--- config.mk ---
export PLATFORM = sky130hd
export DESIGN_NAME = shift_pipe_unit
export DESIGN_NICKNAME = d
export VERILOG_FILES = /design/src/rtl/shift_pipe_unit_pkg.sv /design/src/rtl/shift_pipe_stage.sv /design/src/rtl/shift_pipe_unit.sv
export SDC_FILE = /design/constraint.sdc
export NUM_CORES = 1
export LEC_CHECK = 0
export ABC_AREA = 1
export CORE_MARGIN = 4
export CORE_UTILIZATION = 43
export CTS_BUF_LIST = sky130_fd_sc_hd__clkbuf_16
export DETAILED_ROUTE_END_ITERATION = 12
export GPL_ROUTABILITY_DRIVEN = 0
export HOLD_SLACK_MARGIN = 0.06
export PLACE_DENSITY = 0.66
export SYNTH_ARGS = -nofsm -noshare
export SYNTH_HDL_FRONTEND = slang
export SYNTH_HIERARCHICAL = 1
export SYNTH_SLANG_ARGS = --single-unit
--- constraint.sdc ---
create_clock -name CLK -period 1.8 [get_ports CLK]
set_input_delay 0.36 -clock CLK [delete_from_list [all_inputs] [get_ports CLK]]
set_output_delay 0.36 -clock CLK [all_outputs]
set_load 0.005 [all_outputs]
--- src/rtl/shift_pipe_unit_pkg.sv ---
// Shared definitions for the pipelined barrel shifter:
// mode encodings, default width, illegal-mode check, level-to-stage map.
package shift_pipe_unit_pkg;

  localparam int SPU_WIDTH = 32;

  localparam logic [2:0] SHIFT_SLL = 3'b000;
  localparam logic [2:0] SHIFT_SRL = 3'b001;
  localparam logic [2:0] SHIFT_SRA = 3'b010;
  localparam logic [2:0] SHIFT_ROL = 3'b011;
  localparam logic [2:0] SHIFT_ROR = 3'b100;

  function automatic logic is_illegal(
    input logic [2:0] mode
  );
    return mode > SHIFT_ROR;
  endfunction

  // Level k lives in stage floor(k*stages/shw), so the first
  // level of stage i is ceil(i*shw/stages).
  function automatic int lvl_first(
    input int i,
    input int stages,
    input int shw
  );
    return (i * shw + stages - 1) / stages;
  endfunction

endpackage

--- src/rtl/shift_pipe_stage.sv ---
// One register stage of the shifter: applies mux levels FIRST..FIRST+NLVL-1.
// Ports: clk/rst_n/flush, load enable, upstream bundle in, registered bundle out.
module shift_pipe_stage
  import shift_pipe_unit_pkg::*;
#(
  parameter int WIDTH = SPU_WIDTH,
  parameter int SHW   = $clog2(WIDTH),
  parameter int FIRST = 0,
  parameter int NLVL  = 1
) (
  input  logic             clk,
  input  logic             rst_n,
  input  logic             flush,
  input  logic             load,
  input  logic             vld_i,
  input  logic [2:0]       mode_i,
  input  logic [SHW-1:0]   s_i,
  input  logic [WIDTH-1:0] d_i,
  output logic             vld_o,
  output logic [2:0]       mode_o,
  output logic [SHW-1:0]   s_o,
  output logic [WIDTH-1:0] d_o
);

  logic             vld_d, vld_q;
  logic [2:0]       mode_d, mode_q;
  logic [SHW-1:0]   s_d, s_q;
  logic [WIDTH-1:0] d_d, d_q;
  logic [WIDTH-1:0] res;

  always_comb begin
    res = d_i;
    for (int k = 0; k < NLVL; k++) begin
      if (s_i[FIRST + k]) begin
        case (mode_i)
          SHIFT_SLL: res = res << (1 << (FIRST + k));
          SHIFT_SRL: res = res >> (1 << (FIRST + k));
          SHIFT_SRA: res = $signed(res) >>> (1 << (FIRST + k));
          SHIFT_ROL: res = (res << (1 << (FIRST + k)))
                         | (res >> (WIDTH - (1 << (FIRST + k))));
          SHIFT_ROR: res = (res >> (1 << (FIRST + k)))
                         | (res << (WIDTH - (1 << (FIRST + k))));
          default:   res = res;
        endcase
      end
    end
  end

  always_comb begin
    vld_d  = vld_q;
    mode_d = mode_q;
    s_d    = s_q;
    d_d    = d_q;
    if (load) begin
      vld_d  = vld_i;
      mode_d = mode_i;
      s_d    = s_i;
      d_d    = res;
    end
    if (flush) vld_d = 1'b0;
  end

  always_ff @(posedge clk) begin
    if (!rst_n) begin
      vld_q  <= 1'b0;
      mode_q <= '0;
      s_q    <= '0;
      d_q    <= '0;
    end else begin
      vld_q  <= vld_d;
      mode_q <= mode_d;
      s_q    <= s_d;
      d_q    <= d_d;
    end
  end

  assign vld_o  = vld_q;
  assign mode_o = mode_q;
  assign s_o    = s_q;
  assign d_o    = d_q;

endmodule

--- src/rtl/shift_pipe_unit.sv ---
// Pipelined multi-mode barrel shifter with elastic valid/ready pipeline.
// Ports: CLK, RST(n), FLUSH, IN_* request side, OUT_* result side.
module shift_pipe_unit
  import shift_pipe_unit_pkg::*;
#(
  parameter int WIDTH  = SPU_WIDTH,
  parameter int STAGES = 2,
  localparam int SHW   = $clog2(WIDTH)
) (
  input  logic             CLK,
  input  logic             RST,
  input  logic             FLUSH,
  input  logic             IN_VALID,
  output logic             IN_READY,
  input  logic [2:0]       IN_MODE,
  input  logic [WIDTH-1:0] IN_D,
  input  logic [SHW-1:0]   IN_S,
  output logic             OUT_VALID,
  input  logic             OUT_READY,
  output logic [WIDTH-1:0] OUT_Y,
  output logic             OUT_ZERO,
  output logic             OUT_ILLEGAL
);

  logic [STAGES-1:0] vq_w;
  logic [STAGES-1:0] load_w;
  logic [2:0]        mode_w [STAGES+1];
  logic [SHW-1:0]    s_w    [STAGES+1];
  logic [WIDTH-1:0]  d_w    [STAGES+1];
  logic              in_acc;
  logic              unused_s;

  assign IN_READY = load_w[0] & RST & ~FLUSH;
  assign in_acc   = IN_VALID & IN_READY;

  // Illegal requests enter as zero data; every level keeps zero.
  assign mode_w[0] = IN_MODE;
  assign s_w[0]    = IN_S;
  assign d_w[0]    = is_illegal(IN_MODE) ? '0 : IN_D;

  for (genvar i = 0; i < STAGES; i++) begin : g_stg
    localparam int FIRST = lvl_first(i, STAGES, SHW);
    localparam int NLVL  = lvl_first(i + 1, STAGES, SHW) - FIRST;
    logic vin;

    // Stage i can load unless it and everything after it is full
    // and the consumer is stalling.
    assign load_w[i] = OUT_READY | ~&vq_w[STAGES-1:i];

    if (i == 0) begin : g_first
      assign vin = in_acc;
    end else begin : g_next
      assign vin = vq_w[i-1];
    end

    shift_pipe_stage #(
      .WIDTH (WIDTH),
      .SHW   (SHW),
      .FIRST (FIRST),
      .NLVL  (NLVL)
    ) u_stg (
      .clk    (CLK),
      .rst_n  (RST),
      .flush  (FLUSH),
      .load   (load_w[i]),
      .vld_i  (vin),
      .mode_i (mode_w[i]),
      .s_i    (s_w[i]),
      .d_i    (d_w[i]),
      .vld_o  (vq_w[i]),
      .mode_o (mode_w[i+1]),
      .s_o    (s_w[i+1]),
      .d_o    (d_w[i+1])
    );
  end

  assign unused_s    = ^s_w[STAGES];
  assign OUT_VALID   = vq_w[STAGES-1];
  assign OUT_Y       = d_w[STAGES];
  assign OUT_ZERO    = OUT_VALID & ~|d_w[STAGES];
  assign OUT_ILLEGAL = is_illegal(mode_w[STAGES]);

endmodule
==> reports/results.ini, run 1 <==
[timing]
finalSetupTns_ps = 0
period_needed_ps = 1737
clock.fmax_ghz = 0.5756
timing.slew.headroom = 0.7985
finalHoldViolCount = 0
period_share = 0.9651
worstMarginPinSlew_ps = 301.2
setup_viol = 0
skew_ps = 4.086
timing_max_transition_violations_final = 0

[detailed_routing]
drt_drc_violations_left = 0
wl_met2_um = 11230
final_antenna_net_count = 0
dr.first_iter.drc_count = 997
top_layer_used = met4
finalWirelength_um = 25090
avgViaCountPerCell = 5.528
routed-via-count = 8729
detailroute.wirelength.met3_um = 2187
number_of_detailed_routing_iterations_run_before_antenna_repair = 6
wl_met1_um = 11150
detail_route.wl_per_cell_um = 15.89

[clock_tree]
clock_sinks = 74
clkTransAtPathRegs_ps = 50
clock_insertion_delay_worst_skew_ps = 340
h-tree-depth = 3
tritoncts_buffer_count = 9
cts_tree = built
number_of_buffers_on_the_longest_clock_path = 2
ctsRootBufferMaster = clkbuf_16

[final_layout]
nFillCells = 1607
finish.instance_area_um2 = 9341
final_nets = 1403
fraction_of_final_layout_cells_sized_beyond_drive_strength_1 = 0.2128
most-common-layout-cells = 394 x nand2_1, 230 x nand3_1, 131 x a21oi_1
area_growth_from_synthesis_to_final_layout_pct = 33.58
final_common_cell = nand2_1
antenna_cells_inserted = 0

[die]
fp.dieArea_um2 = 18370
fp.dieH_um = 135.5
floorplan.initialDensity = 0.4402
pin_count = 81
coreArea_um2 = 15890
dieWidth_um = 135.5
fp-row-count = 46

[grt]
grt_overflow = 0
grt_pass1_wl_um = 38720
grt_usage = 0.2598
pin_count_of_the_biggest_net_entering_global_routing = 34
grt_pass1_vias = 7781
grt_antenna_before_repair = 0

[critical_path]
critical_path.max_stage_delay_ps = 260
worst_setup_path_end_kind = register
critical_path_s_top_delay_family = simple AND/OR/NAND/NOR gates
critical-path-slowest-cell = o21a_4
critPathArrivalTime_ps = 1960
cp_data_required_time_ps = 2020
setup.worst_path.start_class = input port
criticalPathCategory = input port to register
crit_top_cell = nand3_1
cp_num_buf_inv = 2
crit_path_max_fanout = 8
crit_path_cell_trace = buf_2 > o21a_4 > clkbuf_16 > nor2_4 > or2_1 > nand3_1 > nand3_2 > nand3_1 > nand3_1 > nand2_2 > a21oi_1

[power]
static-leakage-power_nw = 4.352
cellPowerDensity_nw_per_um2 = 634.2
ir_worst_vdd_mv = 0.4364

[synth]
syn_area_per_cell_um2 = 5.599
syn-instance-count = 1249
yosys_warnings = 6
synthesis.area_um2 = 6993
syn_nets = 1294

[placement]
detailed_placer_s_ending_hpwl_um = 18330
numPortBuffers = 80
placed_area_um2 = 8598

[run]
maxCapViolCount = 0

[run_status]
status = complete, no violations

[worst_hold_path]
worst_hold_path_type = input port to register

[worst min-delay path, stage by stage]
cell and delay [ps]:
buf_2 150, inv_1 80, buf_4 100, a21oi_1 60
[per-layer routing]
layer	GRT usage	vias up
met5	0	-
met4	0.06551	0
met3	0.05832	53
met2	0.4057	396
met1	0.3638	3983
li1	-	4297
[sequential cells by signal (all words and copies together) (netlist names)]
register            count
g_stg.u_stg/d_o        64
g_stg.u_stg/mode_o      6
g_stg.u_stg/s_o         2
g_stg.u_stg/vld_o       2
[cell type report]
cell class,instances,area [µm²],share of cell area
multi-input combinational,1005,5092,0.5451
timing repair buffer,178,1896,0.2029
sequential,74,1485,0.1590
inverter,90,342.8,0.03670
tap,216,270.3,0.02893
clock buffer,9,225.2,0.02411
clock inverter,7,30.03,0.003215
[through the flow]
stage	util	instances	total power [mW]	hold slack, ps	setup WS [ps]
after CTS	0.5595	1575	5.744	480.8	0.5191
final	0.5881	1579	5.924	450.4	62.75
after floorplan	-	1249	3.330	438.3	186.7
after global routing	0.5881	1579	6.275	464.6	-52.82
after global placement	0.5413	1558	4.162	469.4	-684.1
after detailed placement	0.5413	1558	4.175	472.6	-709.7
[report_power, final]
| group | switching (mW) | leakage [nW] | internal, mW |
|---|---|---|---|
| logic | 1.37 | 3.60 | 1.05 |
| clock network | 0.648 | 0.140 | 0.903 |
| registers | 0.161 | 0.614 | 1.79 |
[final timing paths]
kind,start,to,slack [ps],cells past startpoint
max,IN_MODE[1],g_stg[0].u_stg/d_o[22]$_SDFFE_PN0P_,60,11
min,IN_MODE[1],g_stg[0].u_stg/mode_o[1]$_SDFFE_PN0P_,450,4
max reg2reg,g_stg[0].u_stg/mode_o[0]$_SDFFE_PN0P_,g_stg[1].u_stg/d_o[9]$_SDFFE_PN0P_,140,9
min reg2reg,g_stg[1].u_stg/d_o[30]$_SDFFE_PN0P_,g_stg[1].u_stg/d_o[30]$_SDFFE_PN0P_,480,2
[what timing repair did]
action	CTS	global route
endpoints found under the hold margin	0	0
endpoints found under the setup margin	35	65
pin swaps	3	21
buffers inserted	1	0
hold buffers	0	0
resized for setup	20	102
gates cloned	0	4
No activity file was read; power rests on OpenSTA's default activity.
==> run 2, diff against run 1 <==
- CTS_CLUSTER_DIAMETER: not set -> 150
==> results of run 2 <==
No change in the layout: final DEF, timing and power equal those of run 1.
